<file path="src/rtl/period_to_freq_if.sv">
// Request/result bundle between the period counter and the period-to-frequency divider.
// The master issues a divide request; the slave (divider) returns the registered result.
interface period_to_freq_if #(
  parameter int unsigned WIDTH = 32
);

  logic             start_i;
  logic [WIDTH-1:0] period_i;
  logic [WIDTH-1:0] freq_o;
  logic [WIDTH-1:0] remainder_o;
  logic             div_zero_o;
  logic             busy_o;
  logic             done_o;

  modport master (
    output start_i,
    output period_i,
    input  freq_o,
    input  remainder_o,
    input  div_zero_o,
    input  busy_o,
    input  done_o
  );

  modport slave (
    input  start_i,
    input  period_i,
    output freq_o,
    output remainder_o,
    output div_zero_o,
    output busy_o,
    output done_o
  );

endinterface

</file>
<file path="src/rtl/period_to_freq.sv">
// Period-to-frequency converter: freq = DIVIDEND / period using a radix-2 restoring divider,
// one quotient bit per clock. A zero period yields an all-ones result with div_zero set.
// Optional round-to-nearest stage is compiled in when PERIOD_TO_FREQ_ROUND_EN is defined;
// otherwise the quotient is truncated.
module period_to_freq #(
  parameter int unsigned      WIDTH    = 32,
  parameter logic [WIDTH-1:0] DIVIDEND = 1_000_000
) (
  input logic               clk_i,
  input logic               reset_i,
  period_to_freq_if.slave   bus
);

  localparam int unsigned CntW = (WIDTH > 1) ? $clog2(WIDTH) : 1;

  typedef enum logic [1:0] {
    StIdle,
    StDiv,
    StRound,
    StDone
  } state_e;

  state_e            state_q;
  logic [WIDTH-1:0]  quot_q;
  logic [WIDTH-1:0]  rem_q;
  logic [WIDTH-1:0]  div_q;
  logic [CntW-1:0]   cnt_q;
  logic              zero_q;

  logic [WIDTH-1:0]  freq_q;
  logic [WIDTH-1:0]  rem_out_q;
  logic              div_zero_q;
  logic              busy_q;
  logic              done_q;

  logic [WIDTH:0]    rem_shift;
  logic [WIDTH:0]    trial;
  logic              trial_neg;
  logic [WIDTH-1:0]  rem_step;
  logic [WIDTH-1:0]  quot_step;

  // One restoring step: shift {rem, quot} left, trial-subtract the divisor at WIDTH+1 bits.
  always_comb begin
    rem_shift = {rem_q, quot_q[WIDTH-1]};
    trial     = rem_shift - {1'b0, div_q};
    trial_neg = trial[WIDTH];
    rem_step  = trial_neg ? rem_shift[WIDTH-1:0] : trial[WIDTH-1:0];
    quot_step = {quot_q[WIDTH-2:0], ~trial_neg};
  end

`ifdef PERIOD_TO_FREQ_ROUND_EN
  logic              round_up;
  logic [WIDTH-1:0]  quot_rounded;

  // Round half up: 2*rem >= divisor, with the increment saturating at all ones.
  always_comb begin
    round_up     = ({rem_q, 1'b0} >= {1'b0, div_q});
    quot_rounded = quot_q;
    if (round_up && !(&quot_q)) begin
      quot_rounded = quot_q + 1'b1;
    end
  end
`endif

  // Divider FSM with registered busy/done and result registers.
  always_ff @(posedge clk_i or posedge reset_i) begin
    if (reset_i) begin
      state_q    <= StIdle;
      quot_q     <= '0;
      rem_q      <= '0;
      div_q      <= '0;
      cnt_q      <= '0;
      zero_q     <= 1'b0;
      freq_q     <= '0;
      rem_out_q  <= '0;
      div_zero_q <= 1'b0;
      busy_q     <= 1'b0;
      done_q     <= 1'b0;
    end else begin
      unique case (state_q)
        StIdle: begin
          if (bus.start_i) begin
            div_q  <= bus.period_i;
            busy_q <= 1'b1;
            if (bus.period_i == '0) begin
              // Divide by zero skips the datapath and reports a saturated result.
              quot_q  <= '1;
              rem_q   <= '0;
              zero_q  <= 1'b1;
              done_q  <= 1'b1;
              state_q <= StDone;
            end else begin
              quot_q  <= DIVIDEND;
              rem_q   <= '0;
              zero_q  <= 1'b0;
              cnt_q   <= CntW'(WIDTH - 1);
              state_q <= StDiv;
            end
          end
        end

        StDiv: begin
          rem_q  <= rem_step;
          quot_q <= quot_step;
          if (cnt_q == '0) begin
`ifdef PERIOD_TO_FREQ_ROUND_EN
            state_q <= StRound;
`else
            done_q  <= 1'b1;
            state_q <= StDone;
`endif
          end else begin
            cnt_q <= cnt_q - 1'b1;
          end
        end

        StRound: begin
`ifdef PERIOD_TO_FREQ_ROUND_EN
          // Remainder is left untouched so the reported value is the pre-round one.
          quot_q  <= quot_rounded;
          done_q  <= 1'b1;
          state_q <= StDone;
`else
          state_q <= StIdle;
`endif
        end

        StDone: begin
          freq_q     <= quot_q;
          rem_out_q  <= rem_q;
          div_zero_q <= zero_q;
          done_q     <= 1'b0;
          busy_q     <= 1'b0;
          state_q    <= StIdle;
        end

        default: begin
          state_q <= StIdle;
          busy_q  <= 1'b0;
          done_q  <= 1'b0;
        end
      endcase
    end
  end

  assign bus.freq_o      = freq_q;
  assign bus.remainder_o = rem_out_q;
  assign bus.div_zero_o  = div_zero_q;
  assign bus.busy_o      = busy_q;
  assign bus.done_o      = done_q;

endmodule

</file>
<file path="src/flat_wrapper.sv">
// flat-port wrapper written by rule: the top's interface ports become plain ports
module period_to_freq_flat 
#(
  parameter int unsigned      WIDTH    = 32,
  parameter logic [WIDTH-1:0] DIVIDEND = 1_000_000
)
  (clk_i, reset_i, bus_start_i, bus_period_i, bus_freq_o, bus_remainder_o, bus_div_zero_o, bus_busy_o, bus_done_o);
  period_to_freq_if #(.WIDTH(WIDTH)) bus_i ();
  input logic clk_i;
  input logic reset_i;
  input wire logic [$bits(bus_i.start_i)-1:0] bus_start_i;
  input wire logic [$bits(bus_i.period_i)-1:0] bus_period_i;
  output wire logic [$bits(bus_i.freq_o)-1:0] bus_freq_o;
  output wire logic [$bits(bus_i.remainder_o)-1:0] bus_remainder_o;
  output wire logic [$bits(bus_i.div_zero_o)-1:0] bus_div_zero_o;
  output wire logic [$bits(bus_i.busy_o)-1:0] bus_busy_o;
  output wire logic [$bits(bus_i.done_o)-1:0] bus_done_o;
  assign bus_i.start_i = bus_start_i;
  assign bus_i.period_i = bus_period_i;
  assign bus_freq_o = bus_i.freq_o;
  assign bus_remainder_o = bus_i.remainder_o;
  assign bus_div_zero_o = bus_i.div_zero_o;
  assign bus_busy_o = bus_i.busy_o;
  assign bus_done_o = bus_i.done_o;
  period_to_freq #(.WIDTH(WIDTH), .DIVIDEND(DIVIDEND)) u_core (.clk_i(clk_i), .reset_i(reset_i), .bus(bus_i));
endmodule
</file>
<file path="config.mk">
export PLATFORM = sky130hd
export DESIGN_NAME = period_to_freq_flat
export DESIGN_NICKNAME = d
export VERILOG_FILES = /design/src/rtl/period_to_freq_if.sv /design/src/rtl/period_to_freq.sv /design/src/flat_wrapper.sv
export SDC_FILE = /design/constraint.sdc
export NUM_CORES = 1
export LEC_CHECK = 0
export CAP_MARGIN = 5
export CORE_MARGIN = 5
export CORE_UTILIZATION = 25
export CTS_CLUSTER_SIZE = 24
export DETAILED_ROUTE_END_ITERATION = 7
export PLACE_DENSITY_LB_ADDON = 0.12
export SYNTH_ARGS = -nofsm -noshare
export SYNTH_HDL_FRONTEND = slang
export SYNTH_SLANG_ARGS = --single-unit
</file>
<file path="constraint.sdc">
create_clock -name clk_i -period 7.2 [get_ports clk_i]
set_input_delay 0.72 -clock clk_i [delete_from_list [all_inputs] [get_ports clk_i]]
set_output_delay 0.72 -clock clk_i [all_outputs]
set_load 0.03 [all_outputs]
</file>
==> results.txt <==
The flow ran to the end, and the final reports show no timing, DRC or antenna violations. The number of iterations in the first detailed-routing pass is 4. The clock insertion delay at the later pin of the skew report came out at 430 ps. The final routed DRC violation total is 0. The number of instances in the synthesized netlist came out at 831. The classification of the worst setup path is flip-flop to flip-flop.

The count of input and output buffers is 101. The share of the Yosys chip area taken by registers is 0.4995. The final number of max-transition violations came to 0. The violation count after the first detailed-route iteration came out at 304. The floorplan step defined a core boundary enclosing 33700 um2.

The weighted congestion reported at the end of routability-driven placement came out at 0.8064. The number of buffers inserted to repair setup after CTS is 0. The detail route stage leaves a number of antenna-violating nets equal to 0. The boundary pin count came out at 102. The number of instances resized during post-cts repair is 0. The worst setup path is captured at a flip-flop. Detailed routing inserted a total of 6523 vias. Summing every instance area after synthesis gives 8567 um2. The die span in y came out at 195.1 um. Setup repair after global routing left no endpoint under its margin. The required time at the endpoint of the critical path is 7500 ps. For this run, the post-layout net count is 984. The via count of the first global-routing pass was 6733. The worst setup skew after layout came out at 13.97 ps. The largest net degree at the start of global routing came out at 68. The die area came out at 38070 um2. The placement row count came out at 67. The share of layout cells above drive strength 1 is 0.1220. The initial antenna violation count came out at 0.

The clock tree buffer depth is 2. Dividing the final minimum period by the clock period gives 0.5845. The area growth from synthesis to layout is 24.57%.

The count of different cell masters after synthesis came out at 55. The total grt overflow came out at 0. The wire length of the first global-routing pass came out at 40200 um. Setup violations remaining at the end of the flow were counted as 0. For the final routed database, the setup TNS stands at 0 ps. The average wire per cell in the routed design is 18.05 um.

The final critical-path required period is 4209 ps. CTS saw 171 sinks. The number of enable-type register cells in the synthesized netlist came out at 0. The net count of the mapped netlist came out at 901. The actual transition at the worst max-transition pin came out at 1051 ps. The worst path arrival time came out at 4510 ps. The TritonCTS clock tree is built. The number of warnings reported in the yosys synthesis log is 0. The root buffer cell chosen for the clock tree is clkbuf_16. The tightest min-delay check is of the flip-flop to flip-flop type.

The filler cells instantiated in the layout total 3500. The maximum level of the CTS H-tree came out at 4. The number of vias per cell is 4.747. The post-cts hold buffer count came out at 0. The number of buffers inserted during clock tree synthesis came out at 17. The die outline width is 195.1 um.

The maximum operating frequency is 0.2376 GHz. For this configuration, the core starts out at a cell density of 0.2542. Counting flops and latches in the post-synthesis netlist gives 171.

The worst slew margin relative to its limit came out at 0.2985. Of all nets on the critical path, the largest fanout is 26. The number of antenna diodes in the final layout is 0. The placed wire-length estimate after detailed placement came out at 16870 um.

The most used flip-flop cell after synthesis is dfrtp_1. Max-cap violations in this run came to 0. Across every metal layer, demand over resource in global routing totals 0.1320. The total length of routed wires is 24800 um.

The mean post-synth cell area is 10.31 um2. The worst setup path is launched from a flip-flop. The post-CTS clock slew at the launch and capture registers of the worst setup and hold paths is 70 ps. The final-report hold violation count is 0. For this run, asynchronously set or reset flops after synthesis account for 1.000.
cell type report:
class	count	area [um2]	share of cell area
inverter	44	170.2	0.01595
multi-input combinational	571	3985	0.3734
clock buffer	20	446.7	0.04186
sequential	171	4279	0.4010
tap	448	560.5	0.05253
timing repair buffer	109	1071	0.1004
clock inverter	11	158.9	0.01489
sequential cells by signal (all words and copies together) (netlist names), 2 cells and up:
name	count
u_core.bus.freq_o	32
u_core.bus.remainder_o	32
u_core.cnt_q	5
u_core.div_q	32
u_core.quot_q	32
u_core.rem_q	32
u_core.state_q	2
placed cells by master (no fill, tap or decap), types with 5 or more instances in the layout:
master,netlist,layout
xnor2_1,13,13
nor2b_1,6,5
nor3_1,8,7
mux2i_1,8,8
o21ai_0,73,73
a21o_1,18,18
xor2_1,14,14
dfrtp_1,171,171
a31oi_1,8,8
a21oi_1,51,51
nor2_1,37,35
nor4_1,8,8
o311ai_0,5,5
inv_1,43,42
o211ai_1,9,9
and3_1,5,5
ha_1,34,34
nand2b_1,7,6
nand3_1,36,36
clkbuf_16,0,17
a211oi_1,7,7
clkdlybuf4s50_1,0,101
nand2_1,89,88
o21a_1,5,5
buf_4,2,8
a221o_1,24,24
mux2_2,64,64
cells in the mapped netlist, types with 8 or more instances:
| cell | instances | area, um2 |
|---|---|---|
| a21o_1 | 18 | 135.1 |
| ha_1 | 34 | 425.4 |
| xnor2_1 | 13 | 113.9 |
| a21oi_1 | 51 | 255.2 |
| a221o_1 | 24 | 240.2 |
| nand2_1 | 89 | 334.1 |
| xor2_1 | 14 | 122.6 |
| nor4_1 | 8 | 50.05 |
| dfrtp_1 | 171 | 4279 |
| nor3_1 | 8 | 40.04 |
| o21ai_0 | 73 | 365.4 |
| clkbuf_1 | 38 | 142.6 |
| inv_1 | 43 | 161.4 |
| o211ai_1 | 9 | 67.56 |
| mux2i_1 | 8 | 80.08 |
| nor2_1 | 37 | 138.9 |
| a31oi_1 | 8 | 50.05 |
| nand3_1 | 36 | 180.2 |
| mux2_2 | 64 | 720.7 |
stage by stage:
stage | cell area, um2 | setup slack, ps | hold WS [ps] | std cells | util
floorplan | 8567 | 1848 | 445.8 | 831 | -
global placement | 10070 | 3075 | 467.1 | 1343 | 0.2987
detailed placement | 10070 | 2945 | 469.5 | 1343 | 0.2987
CTS | 10670 | 2932 | 489.0 | 1374 | 0.3167
global route | 10670 | 2679 | 516.6 | 1374 | 0.3167
finish | 10670 | 2991 | 480.7 | 1374 | 0.3167
per-layer routing:
layer	GRT usage	routed length [um]	vias to the layer above	share of wire
met5	0	0	-	0
met2	0.2075	11520	95	0.46
met4	0.03439	310	0	0.012
met1	0.1871	12320	3253	0.50
li1	-	-	3159	-
met3	0.02585	656	16	0.026
cell families after synthesis:
group,count (synthesis),synth area share
AOI/OAI and AO/OA,227,0.1735
and+or+nand+nor,209,0.1110
DFF,171,0.4995
buffers and inverters,89,0.04104
muxes,72,0.09347
adders and majority gates,35,0.05199
xor gates and xnor gates,28,0.02950
worst max-delay path, cell delays in order, from the launching register on:
cell and delay (ps):
dfrtp_1 390, inv_1 80, ha_1 150, inv_1 50, fa_1 420, a211oi_1 280
o211ai_1 200, a311o_1 370, o2111a_1 260, o32ai_2 380, xor2_4 560, buf_4 420
inv_2 170, mux2i_1 220, o21ai_0 100
worst paths after layout:
path	startpoint	to	cells past startpoint	slack (ps)
worst max register to register	u_core.quot_q[31]	u_core.rem_q[25]	14	2990
worst min-delay path	u_core.bus.busy_o	u_core.bus.busy_o	2	480
min in group asynchronous	reset_i	u_core.quot_q[26]	2	740
worst min register to register	u_core.bus.busy_o	u_core.bus.busy_o	2	480
max in group asynchronous	reset_i	u_core.rem_q[26]	3	5240
worst max-delay path	u_core.quot_q[31]	u_core.rem_q[25]	14	2990
Power is left out: the tool's default activity adds up to more than one toggle a clock period on the data nets, which glitch-free logic cannot reach.
